### config.mk
export PLATFORM = sky130hd
export DESIGN_NAME = digilock_lockout_ctrl
export DESIGN_NICKNAME = d
export VERILOG_FILES = /design/src/rtl/digilock_lockout_ctrl.sv
export SDC_FILE = /design/constraint.sdc
export NUM_CORES = 1
export LEC_CHECK = 0
export BUFFER_PORTS_ARGS = -buffer_cell sky130_fd_sc_hd__buf_4
export CORE_AREA = 3 3 40 42
export DETAILED_ROUTE_END_ITERATION = 16
export DIE_AREA = 0 0 43 45
export SLEW_MARGIN = 20
export SYNTH_ARGS = -nofsm -noshare
export SYNTH_HDL_FRONTEND = slang
export SYNTH_SLANG_ARGS = --single-unit
export TNS_END_PERCENT = 5
### constraint.sdc
create_clock -name clk -period 3.6 [get_ports clk]
set_clock_uncertainty 0.05 [all_clocks]
set_input_delay 0.72 -clock clk [delete_from_list [all_inputs] [get_ports clk]]
set_output_delay 0.72 -clock clk [all_outputs]
set_load 0.01 [all_outputs]
### src/rtl/digilock_lockout_ctrl.sv
// -----------------------------------------------------------------------------
// digilock_lockout_ctrl
//   Attempt/lockout controller placed directly upstream of the 9-bit lockout
//   counter. It counts consecutive failed code entries and, once MAX_FAILS is
//   reached, enters lockout. Lockout clears the counter for one cycle and then
//   enables it until the counter's terminal output (cnt_done) rises. The block
//   also tracks whether the door is unlocked.
//
//   All outputs are registered Moore outputs. They are decoded from the next
//   state so that they line up with the state register.
//
//   Optional feature macro: DIGILOCK_ESCALATE_EN
//     When defined, a 3-bit lock_level register (saturating at 4) counts
//     lockouts since the last correct code. A lockout then lasts lock_level
//     counter expirations, with a one-cycle counter clear between them.
// -----------------------------------------------------------------------------
module digilock_lockout_ctrl #(
    parameter int MAX_FAILS = 3,
    parameter int FAIL_W    = 3
) (
    input  logic              clk,
    input  logic              reset,
    input  logic              pass_ok,
    input  logic              pass_fail,
    input  logic              lock_cmd,
    input  logic              cnt_done,
    output logic              cnt_add,
    output logic              cnt_reset,
    output logic              unlocked,
    output logic              locked_out,
    output logic [FAIL_W-1:0] fail_count
);

    // The failure count that triggers lockout on the next wrong code.
    localparam logic [FAIL_W-1:0] LAST_FAIL = FAIL_W'(MAX_FAILS - 1);

    // The enum spans 3 bits so that unused encodings exist and can be
    // steered back to IDLE.
    typedef enum logic [2:0] {
        ST_IDLE      = 3'd0,
        ST_UNLOCKED  = 3'd1,
        ST_LK_CLR    = 3'd2,
        ST_LK_WAIT   = 3'd3,
        ST_LK_RELOAD = 3'd4
    } state_e;

    state_e            state_q, state_d;
    logic [FAIL_W-1:0] fail_count_q, fail_count_d;
    logic              cnt_add_q, cnt_add_d;
    logic              cnt_reset_q, cnt_reset_d;
    logic              unlocked_q, unlocked_d;
    logic              locked_out_q, locked_out_d;

`ifdef DIGILOCK_ESCALATE_EN
    logic [2:0] lock_level_q, lock_level_d;
    logic [2:0] exp_cnt_q, exp_cnt_d;
`endif

    // Next-state, failure-count and output decode.
    always_comb begin
        // NOTE: every variable gets a default first, so no path through the
        // case can leave one unassigned and infer a latch.
        state_d      = state_q;
        fail_count_d = fail_count_q;
`ifdef DIGILOCK_ESCALATE_EN
        lock_level_d = lock_level_q;
        exp_cnt_d    = exp_cnt_q;
`endif

        case (state_q)
            ST_IDLE: begin
                // A wrong code takes priority over a correct code in the
                // same cycle.
                if (pass_fail) begin
                    if (fail_count_q >= LAST_FAIL) begin
                        state_d      = ST_LK_CLR;
                        fail_count_d = '0;
`ifdef DIGILOCK_ESCALATE_EN
                        lock_level_d = (lock_level_q >= 3'd4) ? 3'd4 : lock_level_q + 3'd1;
`endif
                    end else begin
                        fail_count_d = fail_count_q + 1'b1;
                    end
                end else if (pass_ok) begin
                    state_d      = ST_UNLOCKED;
                    fail_count_d = '0;
`ifdef DIGILOCK_ESCALATE_EN
                    lock_level_d = '0;
`endif
                end
            end

            ST_UNLOCKED: begin
                fail_count_d = '0;
                if (lock_cmd) begin
                    state_d = ST_IDLE;
                end
            end

            ST_LK_CLR: begin
                fail_count_d = '0;
                state_d      = ST_LK_WAIT;
`ifdef DIGILOCK_ESCALATE_EN
                exp_cnt_d    = '0;
`endif
            end

            ST_LK_WAIT: begin
                fail_count_d = '0;
                if (cnt_done) begin
`ifdef DIGILOCK_ESCALATE_EN
                    // Leave only once the current level's worth of
                    // expirations has been seen; otherwise clear and rerun.
                    if (exp_cnt_q + 3'd1 >= lock_level_q) begin
                        state_d = ST_IDLE;
                    end else begin
                        exp_cnt_d = exp_cnt_q + 3'd1;
                        state_d   = ST_LK_RELOAD;
                    end
`else
                    state_d = ST_IDLE;
`endif
                end
            end

`ifdef DIGILOCK_ESCALATE_EN
            ST_LK_RELOAD: begin
                fail_count_d = '0;
                state_d      = ST_LK_WAIT;
            end
`endif

            default: begin
                state_d      = ST_IDLE;
                fail_count_d = '0;
            end
        endcase

        // Moore decode of the state being entered.
        cnt_add_d    = (state_d == ST_LK_WAIT);
        cnt_reset_d  = (state_d != ST_LK_WAIT);
        unlocked_d   = (state_d == ST_UNLOCKED);
        locked_out_d = (state_d == ST_LK_CLR) || (state_d == ST_LK_WAIT) ||
                       (state_d == ST_LK_RELOAD);
    end

    // State, counters and registered outputs, with synchronous active-low reset.
    always_ff @(posedge clk) begin
        // NOTE: sequential state uses non-blocking assignments, so every flop
        // samples pre-edge values no matter what order the statements are in.
        if (!reset) begin
            state_q      <= ST_IDLE;
            fail_count_q <= '0;
            cnt_add_q    <= 1'b0;
            cnt_reset_q  <= 1'b1;
            unlocked_q   <= 1'b0;
            locked_out_q <= 1'b0;
`ifdef DIGILOCK_ESCALATE_EN
            lock_level_q <= '0;
            exp_cnt_q    <= '0;
`endif
        end else begin
            state_q      <= state_d;
            fail_count_q <= fail_count_d;
            cnt_add_q    <= cnt_add_d;
            cnt_reset_q  <= cnt_reset_d;
            unlocked_q   <= unlocked_d;
            locked_out_q <= locked_out_d;
`ifdef DIGILOCK_ESCALATE_EN
            lock_level_q <= lock_level_d;
            exp_cnt_q    <= exp_cnt_d;
`endif
        end
    end

    assign cnt_add    = cnt_add_q;
    assign cnt_reset  = cnt_reset_q;
    assign unlocked   = unlocked_q;
    assign locked_out = locked_out_q;
    assign fail_count = fail_count_q;

endmodule

==> results.toml, run 1 <==
[worst_setup_path]
crit_fanout = 6
slowest_delay_ns = 0.42
crit_buf_inv = 1
rr_worst_depth = 5
cp-start-kind = "flop"
cp_slowest_cell = "dfxtp_1"
path_cells = "buf_4"
critPathArrivalTime_ns = 0.84
cp.depth = 1
crit_type = "reg2out"
worst_path_dominant_cell_family = "flip-flops"
cp-end-kind = "output pin"
worstPathRequired_ns = 2.83

[clocking]
postCtsSetupBuffers = 0
numCtsBuffers = 3
clockBufferDepth = 2
insertion_delay_ns = 0.27
cts_sinks = 10
post_cts_resized = 0
cts_hold_buf = 0
cts_tree = "done"
clockRootBuffer = "clkbuf_4"
htreeDepth = 1
cts.clk_slew.worst_paths_ns = 0.07

[yosys]
async_flop_share_pct = 0
synth-seq-cells = 10
yosysSeqAreaShare_pct = 49.1
yosys_most_used_dff = "dfxtp_1"
synth_area_per_cell_sq_um = 9.95
syn_inst = 41
yosys_warnings = 0
syn-num-nets = 49
synth-edff-count = 0
synth_cell_types = 21
syn-cell-area_sq_um = 408

[sta]
fin_setup_tns_ns = 0
fmax_mhz = 619
min_period_ns = 1.61
min_period_over_period_pct = 44.8
worst_hold_slack_ns = 0.440
finalMaxSlewViolations = 0
grt_setup_unrepaired = "false"
finalHoldViolations = 0
setup_viol = 0

[placed_design]
gp_congestion = 0.687
placed_area_sq_um = 517
io_buffers = 12
dp_hpwl_um = 560

[pwr]
power.share.clock_pct = 44.1
power_density_mw_per_mm2 = 422
pwr-share-seq_pct = 48.9
combPwrFrac_pct = 7.0
p_leak_nw = 0.245
peakVddDrop_uv = 176
p_sw_share_pct = 21.9
internal-power_w = 0.000182
p_sw_w = 0.0000510

[global_routing]
grt_max_degree = 8
grt_pass1_wl_mm = 1.32
antenna_found_initial = 0
grt_pass1_vias = 310
track_usage_pct = 9.98
use_met3_pct = 5.98
use_met2_pct = 14.4
busiest_layer = "met2"
grt_util_met1_pct = 10.8
grt_overflow = 0

[finish]
finalInstanceArea_sq_um = 553
final_layout_size_suffix_gt1_share_pct = 36.8
antenna_cells = 0
fin_nets = 66
area_growth_pct = 35.6

[route]
vias = 343
drt_iter0_drc = 4
routedWlPerCell_um = 11.0
routed_wl_um = 792
ant_nets = 0
via_per_inst = 4.76
drc = 0
drt_first_pass_iters = 3

[floorplanning]
ios = 13
die_w_um = 43
die_h_um = 45
rows = 13
core_sq_mm = 0.00128
start_util_pct = 31.7
dieArea_sq_mm = 0.00194

[worst_hold_path]
hold_path_depth = 2
hp-class = "reg2reg"

[status]
status = "complete, no violations"

[job]
maxCapViolations = 0
==> through the flow <==
step | power (W) | instances | util [%] | setup slack [ns]
final | 0.000233 | 72 | 43.0 | 1.99
after global routing | 0.000243 | 72 | 43.0 | 1.94
after CTS | 0.000235 | 72 | 43.0 | 1.98
after detailed placement | 0.000133 | 68 | 40.2 | 2.01
after global placement | 0.000133 | 68 | 40.2 | 2.02
after floorplan | 0.000124 | 41 | - | 2.00
==> power by group through the flow <==
stage	Combinational (W)	Clock, W	Sequential, W
after floorplan	0.00000754	0	0.000117
after global placement	0.0000165	0	0.000116
after detailed placement	0.0000163	0	0.000117
after CTS	0.0000164	0.000105	0.000114
after global routing	0.0000183	0.000111	0.000114
final	0.0000163	0.000103	0.000114
==> synth_stat cells (2+ instances only) <==
cell	number	share of area (%)
a21oi_1	2	2.5
a32oi_1	3	6.4
and2_2	2	3.7
dfxtp_1	10	49
ha_1	2	6.1
inv_1	2	1.8
nand2_1	3	2.8
nor2_1	4	3.7
==> registers in the layout, summed over array words and instances (netlist names) <==
register    flops
fail_count      3
state_q         3
cnt_add         1
cnt_reset       1
locked_out      1
unlocked        1
==> final timing paths <==
path,slack (ns),start,end
worst min-delay path,0.44,fail_count[0],fail_count[0]
worst max register to register,2.00,fail_count[0],locked_out
worst min register to register,0.44,fail_count[0],fail_count[0]
worst max-delay path,1.99,fail_count[1],fail_count[1]
==> cell type report <==
type | instances | area, sq um
Fill cell | 126 | 732
Sequential cell | 10 | 200
Multi-Input combinational cell | 29 | 200
Timing Repair Buffer | 12 | 90.1
Clock buffer | 4 | 36.3
Tap cell | 15 | 18.8
Inverter | 2 | 7.51
==> layer usage <==
metal  up-vias  share of wire, %  wire [um]
li1        180                 -          -
met1       149                44        352
met2         9                45        360
met3         5               6.6         52
met4         0               3.4         27
met5         -                 0          0
==> kinds of logic after synthesis <==
| family | Yosys count | share of synthesized area [%] |
|---|---|---|
| AO/OA/AOI/OAI | 10 | 20.6 |
| AND/OR/NAND/NOR | 16 | 21.5 |
| flip-flops | 10 | 49.1 |
| buffers and inverters | 2 | 1.84 |
| adder cells (fa/ha/maj) | 2 | 6.13 |
| other | 1 | 0.919 |
==> placed cells by master (no fill, tap or decap) <==
master	netlist	final
ha_1	2	2
nand3_1	1	1
a211oi_1	1	1
nand3b_1	1	1
a211oi_2	1	1
a32o_2	1	1
conb_1	1	1
clkbuf_8	0	1
nor3_1	1	1
a22oi_1	1	1
a211o_1	1	1
nor2b_1	1	1
dfxtp_1	10	10
or3_1	1	1
a21oi_1	2	2
clkbuf_4	0	3
nand2b_1	1	1
inv_1	2	2
nor2_1	4	4
and2_2	2	2
nand2_1	3	3
a32oi_1	3	3
buf_4	0	12
nor3_2	1	1
(Power assumes the default switching activity.)
==> run 2: changes to the inputs <==
==> constraint.sdc (replaced) <==
create_clock -name clk -period 1.6 [get_ports clk]
set_clock_uncertainty 0.05 [all_clocks]
set_input_delay 0.32 -clock clk [delete_from_list [all_inputs] [get_ports clk]]
set_output_delay 0.32 -clock clk [all_outputs]
set_load 0.01 [all_outputs]
==> results.toml, run 2 (synthesis gave the netlist of run 1 again) <==
[floorplanning]
rows = 13
start_util_pct = 31.7
die_w_um = 43
die_h_um = 45
dieArea_sq_mm = 0.00194
core_sq_mm = 0.00128
ios = 13

[route]
routed_wl_um = 791
ant_nets = 0
drt_iter0_drc = 2
drc = 0
vias = 359
drt_first_pass_iters = 4
routedWlPerCell_um = 10.8
via_per_inst = 4.92

[placed_design]
io_buffers = 12
dp_hpwl_um = 628
gp_congestion = 0.714
pre_cts_slack_ns = 0.0580

[worst_setup_path]
crit_fanout = 3
cp-end-kind = "flop"
slowest_delay_ns = 0.33
cp-start-kind = "flop"
worstPathRequired_ns = 1.70
worst_path_dominant_cell_family = "simple AND/OR/NAND/NOR gates"
reg2reg_from = "fail_count[0]"
r2r_end = "locked_out"
rr_worst_depth = 5
crit_buf_inv = 1
r2r_slack_ns = 0.08
crit_type = "reg2reg"
cp_slowest_cell = "dfxtp_2"
critPathArrivalTime_ns = 1.61
path_cells = "inv_1 > ha_1 > or3_1 > a32o_2 > and2_2"

[job]
maxCapViolations = 0

[clocking]
htreeDepth = 1
insertion_delay_ns = 0.25
cts_sinks = 10
cts_tree = "done"
post_cts_resized = 0
numCtsBuffers = 3
postCtsSetupBuffers = 0
cts.clk_slew.worst_paths_ns = 0.06
cts_hold_buf = 0
clockBufferDepth = 2
clockRootBuffer = "clkbuf_4"

[global_routing]
track_usage_pct = 9.43
grt_pass1_vias = 311
grt_max_degree = 8
grt_pass1_wl_mm = 1.32
antenna_found_initial = 0
grt_overflow = 0

[finish]
mostFrequentLayoutCell = "buf_4"
layout_common_cells = "buf_4, dfxtp_1, nor2_1"
final_layout_size_suffix_gt1_share_pct = 39.7
area_growth_pct = 36.2
antenna_cells = 0
fin_util_pct = 43.2
fin_nets = 68

[status]
status = "complete, no violations"

[worst_hold_path]
hp-class = "in2reg"
min_from = "reset"
hold_path_depth = 2
hold_path_end = "state_q[1]"

[sta]
fmax_mhz = 659
min_period_ns = 1.52
finalMaxSlewViolations = 0
worst_hold_slack_ns = 0.258
setup_viol = 0
fin_setup_tns_ns = 0
fin_ws_ns = 0.0824
grt_setup_unrepaired = "false"
finalHoldViolations = 0
min_period_over_period_pct = 94.8

[pwr]
p_leak_nw = 0.249
peakVddDrop_uv = 380
power_density_mw_per_mm2 = 824
[run 2: cell count changes in the layout (fill, tap and decap cells not counted), sizes merged]
cell    previous run  this run
buf               12        14
clkbuf             4         3
[run 2: area by class of cell]
type | count | area, sq um
Clock buffer | 3 | 22.5
Fill cell | 133 | 729
Inverter | 2 | 7.51
Multi-Input combinational cell | 29 | 200
Sequential cell | 10 | 201
Tap cell | 15 | 18.8
Timing Repair Buffer | 14 | 105
[run 2: metal layers]
| layer | GRT usage, % | wire length, um | vias to the layer above |
|---|---|---|---|
| met5 | 0 | 0 | - |
| met4 | 7.23 | 10 | 0 |
| met3 | 4.38 | 54 | 2 |
| met2 | 12.9 | 345 | 12 |
| met1 | 11.4 | 380 | 159 |
| li1 | - | - | 186 |
[run 2: worst max path at each step]
stage                              from    endpoint  cells after the start
after global routing      fail_count[0]  state_q[1]                      5
after detailed placement  fail_count[0]  locked_out                      5
after floorplan           fail_count[0]  locked_out                      5
final                     fail_count[0]  locked_out                      5
after CTS                 fail_count[0]  locked_out                      5
after global placement    fail_count[0]  locked_out                      5
[run 2: through the flow]
step                cell area (sq um)  power (W)  cells
detailed placement                532   0.000301     70
finish                            556   0.000458     73
global placement                  532   0.000301     70
global route                      556   0.000484     73
CTS                               554   0.000469     73
floorplan                         408   0.000280     41
[run 2: where the power goes]
group / switching, W / internal [W]
Combinational: 0.0000199 / 0.0000200
Clock: 0.0000756 / 0.0000864
Sequential: 0.00000271 / 0.000253
==> run 3: changes to the inputs <==
--- a/config.mk
+++ b/config.mk
@@ -7,8 +7,10 @@
 export LEC_CHECK = 0
 export BUFFER_PORTS_ARGS = -buffer_cell sky130_fd_sc_hd__buf_4
 export CORE_AREA = 3 3 40 42
+export CTS_BUF_LIST = sky130_fd_sc_hd__clkbuf_8
 export DETAILED_ROUTE_END_ITERATION = 16
 export DIE_AREA = 0 0 43 45
+export MAX_ROUTING_LAYER = met4
 export SLEW_MARGIN = 20
 export SYNTH_ARGS = -nofsm -noshare
 export SYNTH_HDL_FRONTEND = slang
==> results.toml, run 3 (synthesis gave the netlist of run 1 again) <==
[sta]
fin_ws_ns = 0.0691
min_period_ns = 1.53
fmax_mhz = 653
grt_setup_unrepaired = "false"
min_period_over_period_pct = 95.7
setup_viol = 0
fin_setup_tns_ns = 0
finalMaxSlewViolations = 0
finalHoldViolations = 0

[clocking]
cts_sinks = 10
cts.clk_slew.worst_paths_ns = 0.05
insertion_delay_ns = 0.23
postCtsSetupBuffers = 0
numCtsBuffers = 3
post_cts_resized = 0
cts_hold_buf = 0
cts_tree = "done"
clockBufferDepth = 2
htreeDepth = 1
clockRootBuffer = "clkbuf_8"

[worst_setup_path]
crit_fanout = 3
worstPathRequired_ns = 1.67
critPathArrivalTime_ns = 1.60
cp-end-kind = "flop"
cp-start-kind = "flop"
r2r_end = "locked_out"
rr_worst_depth = 5
r2r_slack_ns = 0.07
reg2reg_from = "fail_count[0]"
crit_type = "reg2reg"
startpoint = "fail_count[0]"
worst_setup_path_endpoint = "locked_out"

[floorplanning]
core_sq_mm = 0.00128
dieArea_sq_mm = 0.00194
ios = 13
die_w_um = 43
rows = 13
start_util_pct = 31.7
die_h_um = 45

[finish]
final_layout_size_suffix_gt1_share_pct = 41.4
antenna_cells = 0
area_growth_pct = 42.0
mostFrequentLayoutCell = "buf_4"
layout_common_cells = "buf_4, dfxtp_1, nor2_1"
fin_util_pct = 45.1
fin_nets = 68
fill_cells = 130

[global_routing]
grt_pass1_vias = 327
grt_max_degree = 8
grt_overflow = 0
grt_pass1_wl_mm = 1.44
antenna_found_initial = 0
track_usage_pct = 11.1

[placed_design]
gp_congestion = 0.722
pre_cts_slack_ns = 0.0580
dp_hpwl_um = 628
io_buffers = 12

[pwr]
p_leak_nw = 0.255
peakVddDrop_uv = 451
power_density_mw_per_mm2 = 947

[route]
drt_iter0_drc = 5
routed_wl_um = 849
ant_nets = 0
drt_first_pass_iters = 4
vias = 353
via_per_inst = 4.84
drc = 0
routedWlPerCell_um = 11.6

[worst_hold_path]
hp-class = "in2reg"
hold_path_depth = 2

[status]
status = "complete, no violations"

[job]
maxCapViolations = 0
[run 3: worst min-delay path by stage]
| stage | start | slack, ns | to |
|---|---|---|---|
| 2_1_floorplan | reset | 0.41 | locked_out |
| 3_3_place_gp | fail_count[0] | 0.48 | fail_count[0] |
| 3_5_place_dp | fail_count[0] | 0.50 | fail_count[0] |
| 4_1_cts | reset | 0.28 | state_q[1] |
| 5_1_grt | reset | 0.28 | locked_out |
| 6_report | reset | 0.28 | state_q[1] |
[run 3: where the power goes]
group | switching [W] | internal, W
Clock | 0.0000866 | 0.000164
Sequential | 0.00000277 | 0.000255
Combinational | 0.0000201 | 0.0000205
Total | 0.000110 | 0.000439
[run 3: area by class of cell]
cell class,count,area (sq um),share of cell area [%]
repair buffers,14,105,18.1
inverters,2,7.51,1.30
clock buffers,3,41.3,7.13
flip-flops and latches,10,201,34.8
multi-input cells,29,205,35.4
well taps,15,18.8,3.24
[run 3: metrics by stage]
| stage | total power [W] | std cells | cell area (sq um) | hold WS [ns] |
|---|---|---|---|---|
| 2_1_floorplan | 0.000280 | 41 | 408 | 0.406 |
| 3_3_place_gp | 0.000301 | 70 | 532 | 0.478 |
| 3_5_place_dp | 0.000301 | 70 | 532 | 0.497 |
| 4_1_cts | 0.000560 | 73 | 573 | 0.277 |
| 5_1_grt | 0.000582 | 73 | 579 | 0.284 |
| 6_report | 0.000548 | 73 | 579 | 0.283 |
[run 3: per-layer routing]
layer	share of wire (%)	global-route usage (%)	routed length (um)	vias to the layer above
met4	0	9.04	0	0
li1	-	-	-	182
met2	48	14.7	406	8
met3	4.1	6.37	35	0
met1	48	11.9	407	163
met5	0	-	0	-
[run 3: worst max-delay path, stage by stage (launching register included)]
cell	delay, ns
dfxtp_2	0.32
inv_1	0.05
ha_1	0.21
or3_4	0.33
a32o_2	0.27
and2_2	0.19
